<file path="src/rtl/mem_stage_lsu_if.sv">
// Data-memory port bundle between the MEM stage and data memory.
//   master (LSU side): drives dmem_req/we/addr/wstrb/wdata; receives dmem_gnt/rvalid/rdata.
//   slave  (memory)  : the mirror image.
// dmem_addr is always word aligned; dmem_wstrb selects the byte lanes of a store.
interface mem_stage_lsu_if;
    logic        dmem_req;
    logic        dmem_we;
    logic [31:0] dmem_addr;
    logic [3:0]  dmem_wstrb;
    logic [31:0] dmem_wdata;
    logic        dmem_gnt;
    logic        dmem_rvalid;
    logic [31:0] dmem_rdata;

    modport master (
        output dmem_req,
        output dmem_we,
        output dmem_addr,
        output dmem_wstrb,
        output dmem_wdata,
        input  dmem_gnt,
        input  dmem_rvalid,
        input  dmem_rdata
    );

    modport slave (
        input  dmem_req,
        input  dmem_we,
        input  dmem_addr,
        input  dmem_wstrb,
        input  dmem_wdata,
        output dmem_gnt,
        output dmem_rvalid,
        output dmem_rdata
    );
endinterface

</file>
<file path="src/rtl/mem_stage_lsu.sv">
// Memory-access stage of the 5-stage RV32I pipeline.
// Runs loads/stores over a request/grant/response port, steers store bytes onto
// lanes, extends load data, and passes non-memory results through to MEM/WB.
// Ports:
//   clk, reset          clock, asynchronous active-high reset
//   in_valid .. op_in   EX/MEM pipeline register contents
//   stall_out           hold EX/MEM (combinational)
//   dmem                data-memory port (master side)
//   wb_*                registered MEM/WB contents
//   mem_exc, exc_addr   one-cycle misaligned/illegal access pulse and faulting address
module mem_stage_lsu (
    input  logic                   clk,
    input  logic                   reset,
    input  logic                   in_valid,
    input  logic [31:0]            alu_result_in,
    input  logic [31:0]            rs2_data_in,
    input  logic [2:0]             funct3_in,
    input  logic [4:0]             rd_in,
    input  logic                   regwrite_in,
    input  logic [6:0]             op_in,
    output logic                   stall_out,
    mem_stage_lsu_if.master        dmem,
    output logic                   wb_valid,
    output logic [31:0]            wb_data,
    output logic [4:0]             wb_rd,
    output logic                   wb_regwrite,
    output logic                   mem_exc,
    output logic [31:0]            exc_addr
);

    localparam logic [6:0] OpLoad  = 7'b0000011;
    localparam logic [6:0] OpStore = 7'b0100011;

    typedef enum logic [1:0] {StIdle, StReq, StWait} state_e;

    state_e state_q, state_d;

    // Captured transaction
    logic [31:0] addr_q;
    logic [2:0]  funct3_q;
    logic [4:0]  rd_q;
    logic        regwrite_q;
    logic        we_q;
    logic [3:0]  wstrb_q;
    logic [31:0] wdata_q;
    logic        capture;

    // MEM/WB registers
    logic        wb_valid_q, wb_valid_d;
    logic [31:0] wb_data_q, wb_data_d;
    logic [4:0]  wb_rd_q, wb_rd_d;
    logic        wb_regwrite_q, wb_regwrite_d;
    logic        mem_exc_q, mem_exc_d;
    logic [31:0] exc_addr_q, exc_addr_d;

    logic        stall;

    // ------------------------------------------------------------------
    // Decode and legality of the incoming instruction
    // ------------------------------------------------------------------
    logic        is_load, is_store, is_mem;
    logic        f3_ok, align_ok, legal;
    logic [3:0]  wstrb_steer;
    logic [31:0] wdata_steer;

    assign is_load  = (op_in == OpLoad);
    assign is_store = (op_in == OpStore);
    assign is_mem   = is_load | is_store;

    always_comb begin
        if (is_load) begin
            f3_ok = !(funct3_in == 3'b011 || funct3_in == 3'b110 || funct3_in == 3'b111);
        end else begin
            f3_ok = (funct3_in < 3'b011);
        end

        case (funct3_in[1:0])
            2'b01:   align_ok = ~alu_result_in[0];
            2'b10:   align_ok = (alu_result_in[1:0] == 2'b00);
            default: align_ok = 1'b1;
        endcase

        legal = f3_ok & align_ok;
    end

    // Store data is replicated across lanes so memory only needs the strobes
    always_comb begin
        wstrb_steer = 4'b0000;
        wdata_steer = 32'h0;
        if (is_store) begin
            case (funct3_in[1:0])
                2'b00: begin
                    wdata_steer = {4{rs2_data_in[7:0]}};
                    wstrb_steer = 4'b0001 << alu_result_in[1:0];
                end
                2'b01: begin
                    wdata_steer = {2{rs2_data_in[15:0]}};
                    wstrb_steer = 4'b0011 << alu_result_in[1:0];
                end
                default: begin
                    wdata_steer = rs2_data_in;
                    wstrb_steer = 4'b1111;
                end
            endcase
        end
    end

    // ------------------------------------------------------------------
    // Load extraction
    // ------------------------------------------------------------------
    logic [31:0] byte_shift, half_shift, load_data;

    assign byte_shift = dmem.dmem_rdata >> {addr_q[1:0], 3'b000};
    assign half_shift = dmem.dmem_rdata >> {addr_q[1], 4'b0000};

    always_comb begin
        case (funct3_q)
            3'b000:  load_data = {{24{byte_shift[7]}}, byte_shift[7:0]};
            3'b001:  load_data = {{16{half_shift[15]}}, half_shift[15:0]};
            3'b100:  load_data = {24'h0, byte_shift[7:0]};
            3'b101:  load_data = {16'h0, half_shift[15:0]};
            default: load_data = dmem.dmem_rdata;
        endcase
    end

    // ------------------------------------------------------------------
    // FSM and MEM/WB next state
    // ------------------------------------------------------------------
    always_comb begin
        state_d       = state_q;
        capture       = 1'b0;
        stall         = 1'b0;
        wb_valid_d    = 1'b0;
        wb_regwrite_d = 1'b0;
        wb_data_d     = wb_data_q;
        wb_rd_d       = wb_rd_q;
        mem_exc_d     = 1'b0;
        exc_addr_d    = exc_addr_q;

        case (state_q)
            StIdle: begin
                if (in_valid) begin
                    if (is_mem && legal) begin
                        stall   = 1'b1;
                        capture = 1'b1;
                        state_d = StReq;
                    end else if (is_mem) begin
                        // Faulting access retires without a register write
                        wb_valid_d = 1'b1;
                        wb_rd_d    = rd_in;
                        mem_exc_d  = 1'b1;
                        exc_addr_d = alu_result_in;
                    end else begin
                        wb_valid_d    = 1'b1;
                        wb_data_d     = alu_result_in;
                        wb_rd_d       = rd_in;
                        wb_regwrite_d = regwrite_in & (rd_in != 5'd0);
                    end
                end
            end
            StReq: begin
                stall = 1'b1;
                if (dmem.dmem_gnt) begin
                    if (we_q) begin
                        // Release upstream on the same edge the store retires
                        stall      = 1'b0;
                        state_d    = StIdle;
                        wb_valid_d = 1'b1;
                        wb_rd_d    = rd_q;
                    end else begin
                        state_d = StWait;
                    end
                end
            end
            StWait: begin
                stall = 1'b1;
                if (dmem.dmem_rvalid) begin
                    stall         = 1'b0;
                    state_d       = StIdle;
                    wb_valid_d    = 1'b1;
                    wb_data_d     = load_data;
                    wb_rd_d       = rd_q;
                    wb_regwrite_d = regwrite_q & (rd_q != 5'd0);
                end
            end
            default: state_d = StIdle;
        endcase
    end

    // Reset must drop stall immediately even if a memory op sits in EX/MEM
    assign stall_out = stall & ~reset;

    // ------------------------------------------------------------------
    // State registers
    // ------------------------------------------------------------------
    always_ff @(posedge clk or posedge reset) begin
        if (reset) begin
            state_q       <= StIdle;
            wb_valid_q    <= 1'b0;
            wb_data_q     <= 32'h0;
            wb_rd_q       <= 5'd0;
            wb_regwrite_q <= 1'b0;
            mem_exc_q     <= 1'b0;
            exc_addr_q    <= 32'h0;
        end else begin
            state_q       <= state_d;
            wb_valid_q    <= wb_valid_d;
            wb_data_q     <= wb_data_d;
            wb_rd_q       <= wb_rd_d;
            wb_regwrite_q <= wb_regwrite_d;
            mem_exc_q     <= mem_exc_d;
            exc_addr_q    <= exc_addr_d;
        end
    end

    always_ff @(posedge clk or posedge reset) begin
        if (reset) begin
            addr_q     <= 32'h0;
            funct3_q   <= 3'b000;
            rd_q       <= 5'd0;
            regwrite_q <= 1'b0;
            we_q       <= 1'b0;
            wstrb_q    <= 4'b0000;
            wdata_q    <= 32'h0;
        end else if (capture) begin
            addr_q     <= alu_result_in;
            funct3_q   <= funct3_in;
            rd_q       <= rd_in;
            regwrite_q <= regwrite_in;
            we_q       <= is_store;
            wstrb_q    <= wstrb_steer;
            wdata_q    <= wdata_steer;
        end
    end

    // ------------------------------------------------------------------
    // Outputs
    // ------------------------------------------------------------------
    assign dmem.dmem_req   = (state_q == StReq);
    assign dmem.dmem_we    = we_q;
    assign dmem.dmem_addr  = {addr_q[31:2], 2'b00};
    assign dmem.dmem_wstrb = wstrb_q;
    assign dmem.dmem_wdata = wdata_q;

    assign wb_valid    = wb_valid_q;
    assign wb_data     = wb_data_q;
    assign wb_rd       = wb_rd_q;
    assign wb_regwrite = wb_regwrite_q;
    assign mem_exc     = mem_exc_q;
    assign exc_addr    = exc_addr_q;

endmodule

</file>
<file path="src/flat_wrapper.sv">
// flat-port wrapper written by rule: the top's interface ports become plain ports
module mem_stage_lsu_flat 
  (clk, reset, in_valid, alu_result_in, rs2_data_in, funct3_in, rd_in, regwrite_in, op_in, stall_out, wb_valid, wb_data, wb_rd, wb_regwrite, mem_exc, exc_addr, dmem_dmem_req, dmem_dmem_we, dmem_dmem_addr, dmem_dmem_wstrb, dmem_dmem_wdata, dmem_dmem_gnt, dmem_dmem_rvalid, dmem_dmem_rdata);
  mem_stage_lsu_if dmem_i ();
  input  logic clk;
  input  logic reset;
  input  logic in_valid;
  input  logic [31:0] alu_result_in;
  input  logic [31:0] rs2_data_in;
  input  logic [2:0] funct3_in;
  input  logic [4:0] rd_in;
  input  logic regwrite_in;
  input  logic [6:0] op_in;
  output logic stall_out;
  output logic wb_valid;
  output logic [31:0] wb_data;
  output logic [4:0] wb_rd;
  output logic wb_regwrite;
  output logic mem_exc;
  output logic [31:0] exc_addr;
  output wire logic [$bits(dmem_i.dmem_req)-1:0] dmem_dmem_req;
  output wire logic [$bits(dmem_i.dmem_we)-1:0] dmem_dmem_we;
  output wire logic [$bits(dmem_i.dmem_addr)-1:0] dmem_dmem_addr;
  output wire logic [$bits(dmem_i.dmem_wstrb)-1:0] dmem_dmem_wstrb;
  output wire logic [$bits(dmem_i.dmem_wdata)-1:0] dmem_dmem_wdata;
  input wire logic [$bits(dmem_i.dmem_gnt)-1:0] dmem_dmem_gnt;
  input wire logic [$bits(dmem_i.dmem_rvalid)-1:0] dmem_dmem_rvalid;
  input wire logic [$bits(dmem_i.dmem_rdata)-1:0] dmem_dmem_rdata;
  assign dmem_dmem_req = dmem_i.dmem_req;
  assign dmem_dmem_we = dmem_i.dmem_we;
  assign dmem_dmem_addr = dmem_i.dmem_addr;
  assign dmem_dmem_wstrb = dmem_i.dmem_wstrb;
  assign dmem_dmem_wdata = dmem_i.dmem_wdata;
  assign dmem_i.dmem_gnt = dmem_dmem_gnt;
  assign dmem_i.dmem_rvalid = dmem_dmem_rvalid;
  assign dmem_i.dmem_rdata = dmem_dmem_rdata;
  mem_stage_lsu u_core (.clk(clk), .reset(reset), .in_valid(in_valid), .alu_result_in(alu_result_in), .rs2_data_in(rs2_data_in), .funct3_in(funct3_in), .rd_in(rd_in), .regwrite_in(regwrite_in), .op_in(op_in), .stall_out(stall_out), .dmem(dmem_i), .wb_valid(wb_valid), .wb_data(wb_data), .wb_rd(wb_rd), .wb_regwrite(wb_regwrite), .mem_exc(mem_exc), .exc_addr(exc_addr));
endmodule
</file>
<file path="config.mk">
export PLATFORM = sky130hd
export DESIGN_NAME = mem_stage_lsu_flat
export DESIGN_NICKNAME = d
export VERILOG_FILES = /design/src/rtl/mem_stage_lsu_if.sv /design/src/rtl/mem_stage_lsu.sv /design/src/flat_wrapper.sv
export SDC_FILE = /design/constraint.sdc
export NUM_CORES = 1
export LEC_CHECK = 0
export CORE_UTILIZATION = 45
export CTS_BUF_LIST = sky130_fd_sc_hd__clkbuf_8
export DETAILED_ROUTE_END_ITERATION = 10
export PLACE_DENSITY = 0.85
export SETUP_SLACK_MARGIN = 0.1
export SLEW_MARGIN = 20
export SYNTH_ARGS = -nofsm -noshare
export SYNTH_HDL_FRONTEND = slang
export SYNTH_SLANG_ARGS = --single-unit
</file>
<file path="constraint.sdc">
create_clock -name clk -period 5.6 [get_ports clk]
set_input_delay 0.56 -clock clk [delete_from_list [all_inputs] [get_ports clk]]
set_output_delay 0.56 -clock clk [all_outputs]
set_load 0.02 [all_outputs]
</file>
==> results.txt, run 1 <==
Post-CTS Setup Inserts: 0
Post-DP HPWL: 15,000 um
Final WL: 20,700 um
Starting DRC count in detailed routing: 394
Clk sink count: 152
Drt pass-1 iters: 5
Worst Skew: 0.0117 ns
Crit path DAT: 3.56 ns
Via density: 5.34
Worst Path Required: 5.04 ns
Async set-reset flop share out of synthesis: 1.00
RSZ-0062 raised after global routing: no
Fin cells: 1,134
Final Max Tran Viols: 0
Count leader, synth: dfrtp_1
R2R depth: 9
Post-synthesis register bit count: 152
Final worst-path cycle share: 0.736
Worst setup EP type: output pin
Initial antenna violation count: 0
Initial Util: 0.461
Critical path launch point: funct3_in[0]
Reg area: 3800 um^2
DRC: 0
RD Place Congestion: 0.837
Placed cell areas: 10,000 um^2
Die area: 17,400 um^2
Total GRT Usage: 0.244
Crit path kind: in2out
Sequential share of the synthesized area: 0.500
Root Buffer: clkbuf_8
Tightest Pin Transition: 1.04 ns
Capturing point of the worst reg2reg path: u_core.wb_data[7]
Clock Latency Late Sink: 0.45 ns
CTS Buf Count: 17
GRT overflow: 0
Number of global-route vias before repair: 5,982
Die height: 132 um
Synth area leader: dfrtp_1
CP max-delay cell: or4_4
H-tree level count: 4
Critical path cell sequence: clkdlybuf4s50_1 -> inv_1 -> ha_1 -> inv_1 -> o311a_1 -> or4_4 -> a211oi_1 -> clkdlybuf4s50_1
Fin nets: 1,028
Reg2Reg Setup Slack: 2.45 ns
Synth Flop Type: dfrtp_1
Cts repair resizes: 0
Core ar.: 16,500 um^2
Detail Route Antenna Nets: 0
Final hold violation count: 0
Area Overhead vs Synth: 37.2%
Share of cells above drive strength 1: 0.139
Via count: 6,058
Max-Cap Viols: 0
Mean post-synth cell area: 10.9 um^2
Clock Path Buffers: 2
Hold_buf cts: 0
Worst Setup Start Kind: primary input
Critical Path Max Stage Delay: 0.75 ns
Hold Path Stages: 2
Fin Setup TNS: 0 ns
Drt wl/cell: 18.3 um
R2R Path Start: u_core.state_q[0]
Placed cells: 1,103
First-pass GRT wire length: 32,900 um
Ys Warns: 0
IO Pins: 260
Placement Rows: 47
Crit-path max FO: 24
Fmax achieved: 243 MHz
Min Tclk post-route: 4.12 ns
Chip Width: 132 um
Min-Delay Path Class: reg2reg
Antenna cells: 0
Worst hold endpoint: u_core.dmem.dmem_wdata[17]
Clk slew on worst S/H paths: 0.08 ns
Max rail drop VDD: 0.211 mV
Fillers: 1,343
Leak pwr: 4.62 nW
Largest net degree at the start of global routing: 110
Multi-input gate area: 3270 um^2
EDFF count, synth: 0
Largest cells by area after synthesis: dfrtp_1, mux2_4, mux2_2
Count of final setup violators: 0
Netlist cell types: 48
Synth cell count leaders: dfrtp_1, nand2_1, nor2_1, mux2_2, mux2_4
Slew margin rel.: 0.303
# port buffers: 257
Mapped Area: 7610 um^2
CTS tree: built
HP Start: u_core.dmem.dmem_wdata[17]
Power Dens Cells: 346 nW/um^2
Post-synth top area share: 0.500
Post-layout instance area: 10,400 um^2
Gate Count Post-Synth: 697
Status: completed
[stage by stage]
stage	power (W)	setup slack, ns	utilization	hold WS [ns]
after global routing	0.00379	1.37	0.632	0.495
after global placement	0.00280	1.53	0.608	0.459
after floorplan	0.00219	0.947	-	0.479
after CTS	0.00364	1.49	0.630	0.486
after detailed placement	0.00283	1.52	0.608	0.468
final	0.00361	1.48	0.632	0.481
[how the worst max path moves through the flow]
stage / endpoint / slack, ns
2_1_floorplan: u_core.addr_q[0] / 0.95
3_3_place_gp: stall_out / 1.53
3_5_place_dp: stall_out / 1.52
4_1_cts: stall_out / 1.49
5_1_grt: stall_out / 1.37
6_report: stall_out / 1.48
[power by group]
group          internal, W  switching (W)
sequential         0.00131       0.000124
combinational     0.000669       0.000702
clock             0.000408       0.000399
[layout by cell type (no fill, tap or decap), types with 3 or more instances in the layout]
master | synthesis | final
clkdlybuf4s50_1 | 0 | 257
dfrtp_1 | 152 | 152
nand2_1 | 78 | 78
nor2_1 | 50 | 49
mux2_2 | 42 | 42
mux2_4 | 39 | 39
o21ai_0 | 38 | 38
a21oi_1 | 32 | 32
clkbuf_8 | 0 | 19
o31ai_1 | 17 | 17
a311oi_1 | 17 | 17
a21o_1 | 17 | 17
inv_1 | 15 | 16
mux2i_1 | 16 | 16
o21ai_1 | 12 | 12
nor2b_1 | 10 | 10
a22o_1 | 9 | 9
o221ai_1 | 8 | 8
buf_4 | 33 | 8
o211ai_1 | 7 | 7
nor3b_1 | 7 | 7
o21bai_1 | 7 | 7
ha_1 | 8 | 7
clkinv_2 | 0 | 5
nand2b_1 | 4 | 4
nand3_1 | 3 | 3
[area by class of cell]
class                      instances  share of cell area
multi-input combinational        451               0.313
sequential                       152               0.364
tap                              220              0.0264
clock buffer                      19              0.0250
inverter                          15             0.00587
clock inverter                    11              0.0104
timing repair buffer             266               0.255
[routing by layer]
metal  up-vias  GRT usage  routed length, um  share of wire
li1       2856          -                  -              -
met1      2937      0.320               8940           0.43
met2       236      0.398              10000           0.48
met3        29     0.0607               1430          0.069
met4         0     0.0795                379          0.018
met5         -          0                  0              0
[sequential cells by signal, summed over array words and instances (netlist names)]
name and flops:
u_core.state_q 2, u_core.funct3_q 3, u_core.regwrite_q 1, u_core.rd_q 5, u_core.exc_addr 32, u_core.dmem.dmem_wdata 32, u_core.dmem.dmem_we 1, u_core.addr_q 32
u_core.wb_regwrite 1, u_core.wb_valid 1, u_core.wb_data 32, u_core.dmem.dmem_wstrb 4, u_core.mem_exc 1, u_core.wb_rd 5
[cell families after synthesis]
family	Yosys count	synth area share
buffers and inverters	95	0.0727
adder cells (fa/ha/maj)	8	0.0132
multiplexers	98	0.163
other	1	0.000493
AO/OA/AOI/OAI	179	0.157
flip-flops	152	0.500
AND/OR/NAND/NOR	164	0.0942
[worst max-delay path: cells and delay by family]
family / cells / cell delay, ns
buffers and inverters: 4 / 1.33
AOI/OAI and AO/OA: 2 / 0.74
and+or+nand+nor: 1 / 0.75
adders and majority gates: 1 / 0.18
(Power assumes the default switching activity.)
==> run 2, diff against run 1 <==
--- a/config.mk
+++ b/config.mk
@@ -5,7 +5,7 @@
 export SDC_FILE = /design/constraint.sdc
 export NUM_CORES = 1
 export LEC_CHECK = 0
-export CORE_UTILIZATION = 45
+export CORE_UTILIZATION = 43
 export CTS_BUF_LIST = sky130_fd_sc_hd__clkbuf_8
 export DETAILED_ROUTE_END_ITERATION = 10
 export PLACE_DENSITY = 0.85
==> constraint.sdc (replaced) <==
create_clock -name clk -period 3.65 [get_ports clk]
set_input_delay 0.365 -clock clk [delete_from_list [all_inputs] [get_ports clk]]
set_output_delay 0.365 -clock clk [all_outputs]
set_load 0.02 [all_outputs]
==> run 2 against run 1 <==
Clock-buffer cell count shrank 2. Global-route usage shrank 0.36 points. Sequential cell count is the same. Utilization shrank 1.8 points. Routed wire length grew 3.7%. Cell count grew 0.97%.
==> results.txt, run 2 (synthesis gave the netlist of run 1 again) <==
Status: completed
GRT overflow: 0 (unchanged)
Fin nets: 1,034 (+0.58%)
Crit-path max FO: 6 (-75%)
Fin Setup TNS: 0 ns (unchanged)
Antenna cells: 0 (unchanged)
Max-Cap Viols: 0 (unchanged)
CTS Buf Count: 17 (unchanged)
Min-Delay Path Class: in2async
Number of global-route vias before repair: 6,085 (+1.7%)
Min Tclk post-route: 3.05 ns
Worst Skew: 0.0215 ns (+0.00987 ns)
Final hold violation count: 0 (unchanged)
Count of final setup violators: 0 (unchanged)
Root Buffer: clkbuf_8
Core ar.: 17,300 um^2 (+4.7%)
Worst Path Required: 3.28 ns (-1.76 ns)
RD Place Congestion: 0.859 (+2.7%)
Power Internal: 0.00393 W (+65%)
Total GRT Usage: 0.241 (-0.00356)
Clk sink count: 152 (unchanged)
Crit path kind: in2out
Detail Route Antenna Nets: 0 (unchanged)
Leak pwr: 4.71 nW (+2.0%)
Hold_buf cts: 0 (unchanged)
IO Pins: 260 (unchanged)
Fin cells: 1,145 (+0.97%)
Die height: 135 um (+2.3%)
Post-CTS Setup Inserts: 0 (unchanged)
Clock Path Buffers: 2 (unchanged)
Worst setup EP type: output pin
NetSw: 0.00191 W (+56%)
Post-DP HPWL: 15,600 um (+3.6%)
Final WL: 21,500 um (+3.7%)
Tightest Pin Transition: 0.732 ns (-0.313 ns)
RSZ-0062 raised after global routing: no
Clock Latency Late Sink: 0.44 ns (about the same)
Drt wl/cell: 18.8 um (+2.7%)
Die area: 18,200 um^2 (+4.6%)
Placed cells: 1,115 (+1.1%)
Power Dens Cells: 550 nW/um^2 (+59%)
First-pass GRT wire length: 33,400 um (+1.7%)
Initial antenna violation count: 0 (unchanged)
Drt pass-1 iters: 5 (unchanged)
H-tree level count: 4 (unchanged)
Reg power frac: 0.376 (-0.021)
Max rail drop VDD: 0.346 mV (+64%)
Area Overhead vs Synth: 39.5%
Final Max Tran Viols: 0 (unchanged)
Share of cells above drive strength 1: 0.145 (+0.00562)
Starting DRC count in detailed routing: 294 (-25%)
DRC: 0 (unchanged)
Multi-input gate area: 3270 um^2 (unchanged)
Largest net degree at the start of global routing: 107 (-2.7%)
Fillers: 1,373 (+2.2%)
# port buffers: 257 (unchanged)
Clk slew on worst S/H paths: 0.10 ns (+0.02 ns)
Via count: 6,102 (+0.73%)
Final worst-path cycle share: 0.836
Most frequent cells in the layout: clkdlybuf4s50_1, dfrtp_1, nand2_1
Slew margin rel.: 0.512 (+0.209)
Placement Rows: 48 (+2.1%)
Clock share of power: 0.260 (+0.036)
Chip Width: 135 um (+2.3%)
Comb pwr share: 0.364 (-0.016)
Most common cell after layout, fill and taps aside: clkdlybuf4s50_1
Reg area: 3800 um^2 (unchanged)
Net Sw Frac: 0.328 (-0.0117)
Initial Util: 0.440 (-0.0206)
Fmax achieved: 328 MHz
Via density: 5.33 (-0.24%)
Crit path DAT: 2.69 ns (-0.87 ns)
Worst Setup Start Kind: primary input
Pwr Total: 0.00584 W (+62%)
CTS tree: built
## run 2: critical path, stage by stage
cell             delay, ns
clkdlybuf4s50_1       0.47
inv_1                 0.16
ha_1                  0.19
inv_1                 0.05
o311a_1               0.42
or4_4                 0.53
a211oi_1              0.23
dlymetal6s2s_1        0.26
## run 2: path summary, 6_finish.rpt
| path | start | slack (ns) | end | cells after the start |
|---|---|---|---|---|
| min in group clk | u_core.wb_data[7] | 0.48 | u_core.wb_data[7] | 1 |
| max in group asynchronous | reset | 2.54 | u_core.exc_addr[24] | 3 |
| min reg2reg | u_core.wb_data[7] | 0.48 | u_core.wb_data[7] | 1 |
| min | reset | 0.38 | u_core.wb_valid | 2 |
| max reg2reg | u_core.state_q[1] | 1.27 | u_core.addr_q[16] | 6 |
| max | funct3_in[0] | 0.60 | stall_out | 8 |
## run 2: metal layers
metal,part of all wire,routed length [um],track usage,vias up
li1,-,-,-,2871
met1,0.43,9260,0.311,2976
met2,0.49,10500,0.397,237
met3,0.066,1430,0.0627,18
met4,0.016,346,0.0712,0
met5,0,0,0,-
## run 2: what timing repair did
item                                    CTS  global route
hold endpoints to repair                  0             0
gates resized for setup                   0             1
endpoints found under the setup margin    0             1
## run 2: power groups by stage
stage / clock [W] / combinational [W] / sequential (W)
finish: 0.00152 / 0.00213 / 0.00219
global route: 0.00163 / 0.00227 / 0.00223
CTS: 0.00155 / 0.00215 / 0.00219
detailed placement: 0 / 0.00214 / 0.00222
global placement: 0 / 0.00210 / 0.00221
floorplan: 0 / 0.000815 / 0.00255
## run 2: metrics by stage
step	instance area, um^2	worst slack [ns]	hold slack [ns]	utilization
finish	10600	0.599	0.376	0.614
global route	10600	0.456	0.402	0.614
CTS	10600	0.202	0.353	0.614
detailed placement	10200	0.223	0.466	0.587
global placement	10200	0.280	0.458	0.587
floorplan	7620	0.832	0.479	-
## run 2: layout make-up
class | count | area share
well taps | 225 | 0.0265
flip-flops and latches | 152 | 0.358
clock buffers | 17 | 0.0220
inverters | 15 | 0.00566
repair buffers | 272 | 0.258
clock inverters | 13 | 0.0213
multi-input cells | 451 | 0.308
==> run 3, diff against run 2 <==
==> constraint.sdc (replaced) <==
create_clock -name clk -period 2.4 [get_ports clk]
set_input_delay 0.24 -clock clk [delete_from_list [all_inputs] [get_ports clk]]
set_output_delay 0.24 -clock clk [all_outputs]
set_load 0.02 [all_outputs]
==> run 3 against run 2 <==
Sequential power up 52%. Clock-buffer cell count is 2 higher. Power grew 49%. Sequential share of layout area decreased by 0.83 points. Routed wire length grew 1.7%. Die area is the same. Non-clock buffer count rose by 34. Combinational power is 59% higher. Clock skew shrank 0.0072 ns. Register-to-register slack lost 1.0 ns. Critical path type unchanged. Largest cell class unchanged. Cell count grew 3.1%.
==> results.txt, run 3 (synthesis gave the netlist of run 1 again) <==
Critical Path Max Stage Delay: 0.55 ns (+0.02 ns)
RD Place Congestion: 0.861 (+0.14%)
Clk slew on worst S/H paths: 0.09 ns (about the same)
Total GRT Usage: 0.242 (+0.00141)
Clock share of power: 0.229 (-0.031)
Placement Rows: 48 (unchanged)
Initial antenna violation count: 0 (unchanged)
Core ar.: 17,300 um^2 (unchanged)
Number of global-route vias before repair: 6,294 (+3.4%)
IO Pins: 260 (unchanged)
Initial Util: 0.440 (unchanged)
CTS Buf Count: 17 (unchanged)
First-pass GRT wire length: 33,800 um (+1.2%)
Clock Path Buffers: 2 (unchanged)
Leak pwr: 4.84 nW (+2.6%)
Net Sw Frac: 0.343 (+0.0153)
Fin Setup TNS: 0 ns (unchanged)
Fmax achieved: 431 MHz
Share of cells above drive strength 1: 0.188 (+0.0437)
Fin cells: 1,181 (+3.1%)
Antenna cells: 0 (unchanged)
Clock Latency Late Sink: 0.44 ns (about the same)
Final worst-path cycle share: 0.967
Final Max Tran Viols: 0 (unchanged)
Most common cell after layout, fill and taps aside: clkdlybuf4s50_1
Drt pass-1 iters: 5 (unchanged)
Status: completed
Via density: 5.31 (-0.39%)
Post-layout instance area: 10,900 um^2 (+2.4%)
Final WL: 21,900 um (+1.7%)
Crit path kind: in2out
Worst Skew: 0.0143 ns (-0.00720 ns)
Area Overhead vs Synth: 42.8%
Min-Delay Path Class: in2async
Starting DRC count in detailed routing: 286 (-2.7%)
Top sig layer: met4
Drt wl/cell: 18.5 um (-1.4%)
GRT overflow: 0 (unchanged)
Cell repeated most along the worst path: or4_4
Root Buffer: clkbuf_8
Worst setup EP type: output pin
Die height: 135 um (unchanged)
Slew margin rel.: 0.581 (+0.0684)
Count of final setup violators: 0 (unchanged)
Fin nets: 1,068 (+3.3%)
Power Internal: 0.00572 W (+46%)
NetSw: 0.00299 W (+56%)
Detail Route Antenna Nets: 0 (unchanged)
Via count: 6,269 (+2.7%)
Wire length on met1: 9250 um (-0.17%)
Crit path DAT: 2.08 ns (-0.61 ns)
Worst Path Required: 2.16 ns (-1.12 ns)
DRC: 0 (unchanged)
Tightest Pin Transition: 0.628 ns (-0.104 ns)
Largest net degree at the start of global routing: 95 (-11%)
Reg power frac: 0.383 (+0.007)
Final hold violation count: 0 (unchanged)
Crit-path max FO: 2 (-4)
Min Tclk post-route: 2.32 ns
Met2 wire length: 10,700 um (+2.6%)
CP max-delay cell: or4_4
Max rail drop VDD: 0.513 mV (+48%)
Chip Width: 135 um (unchanged)
Met3 wire len: 1680 um (+18%)
Capturing point of the worst reg2reg path: u_core.wb_data[20]
CTS tree: built
# port buffers: 257 (unchanged)
R2R depth: 9 (+3)
RSZ-0062 raised after global routing: yes
H-tree level count: 4 (unchanged)
Clk sink count: 152 (unchanged)
Worst Setup Start Kind: primary input
Critical path cell sequence: dlygate4sd2_1 -> or2_1 -> or4_4 -> or4_4 -> a211oi_4 -> buf_6
R2R Path Start: u_core.state_q[0]
Max-Cap Viols: 0 (unchanged)
Placed cells: 1,139 (+2.2%)
Reg2Reg Setup Slack: 0.23 ns (-1.04 ns)
Hold_buf cts: 0 (unchanged)
Pwr Total: 0.00870 W (+49%)
Power Dens Cells: 801 nW/um^2 (+46%)
Placed cell areas: 10,400 um^2 (+2.1%)
Post-DP HPWL: 16,000 um (+2.7%)
Die area: 18,200 um^2 (unchanged)
Most frequent cells in the layout: clkdlybuf4s50_1, dfrtp_1, nand2_1
Comb pwr share: 0.388 (+0.024)
## run 3: critical path: cells and delay by family
kind	cells	cell delay [ns]
AOI/OAI and AO/OA	1	0.25
and+or+nand+nor	3	1.22
buffers and inverters	2	0.37
## run 3: layout make-up
cell class                      instances  area (um^2)
Fill cell                            1363         6430
Clock inverter                         13          143
Clock buffer                           19          262
Inverter                               15         60.1
Timing Repair Buffer                  306         3010
Multi-Input combinational cell        451         3310
Tap cell                              225          282
Sequential cell                       152         3800
## run 3: metal layers
metal / up-vias / track usage
met5: - / 0
met4: 0 / 0.0568
met3: 13 / 0.0604
met2: 249 / 0.408
met1: 3071 / 0.313
li1: 2936 / -
## run 3: how the worst max path moves through the flow
stage / start / cells after the start / slack, ns / end
floorplan: op_in[4] / 6 / 0.07 / stall_out
global placement: op_in[4] / 6 / -0.60 / stall_out
detailed placement: op_in[4] / 6 / -0.61 / stall_out
CTS: u_core.state_q[0] / 6 / 0.03 / stall_out
global route: u_core.state_q[0] / 7 / 0.0004 / stall_out
finish: op_in[6] / 6 / 0.08 / stall_out
## run 3: power by group through the flow
stage | clock network [W] | logic (W) | registers, W
2_1_floorplan | 0 | 0.00125 | 0.00387
4_1_cts | 0.00206 | 0.00339 | 0.00333
3_5_place_dp | 0 | 0.00334 | 0.00338
6_report | 0.00200 | 0.00338 | 0.00333
3_3_place_gp | 0 | 0.00327 | 0.00336
5_1_grt | 0.00217 | 0.00360 | 0.00339
## run 3: metrics by stage
step	worst slack, ns	util	hold WS [ns]
after floorplan	0.0727	-	0.376
after global placement	-0.598	0.600	0.459
after detailed placement	-0.614	0.600	0.465
after CTS	0.0277	0.628	0.333
after global routing	0.000373	0.628	0.366
final	0.0803	0.628	0.344
## run 3: repair_timing
action | in CTS | in global routing
endpoints found under the hold margin | 0 | 0
buffers inserted | 10 | 0
gates resized for setup | 21 | 2
pin swaps | 6 | 1
endpoints found under the setup margin | 33 | 48
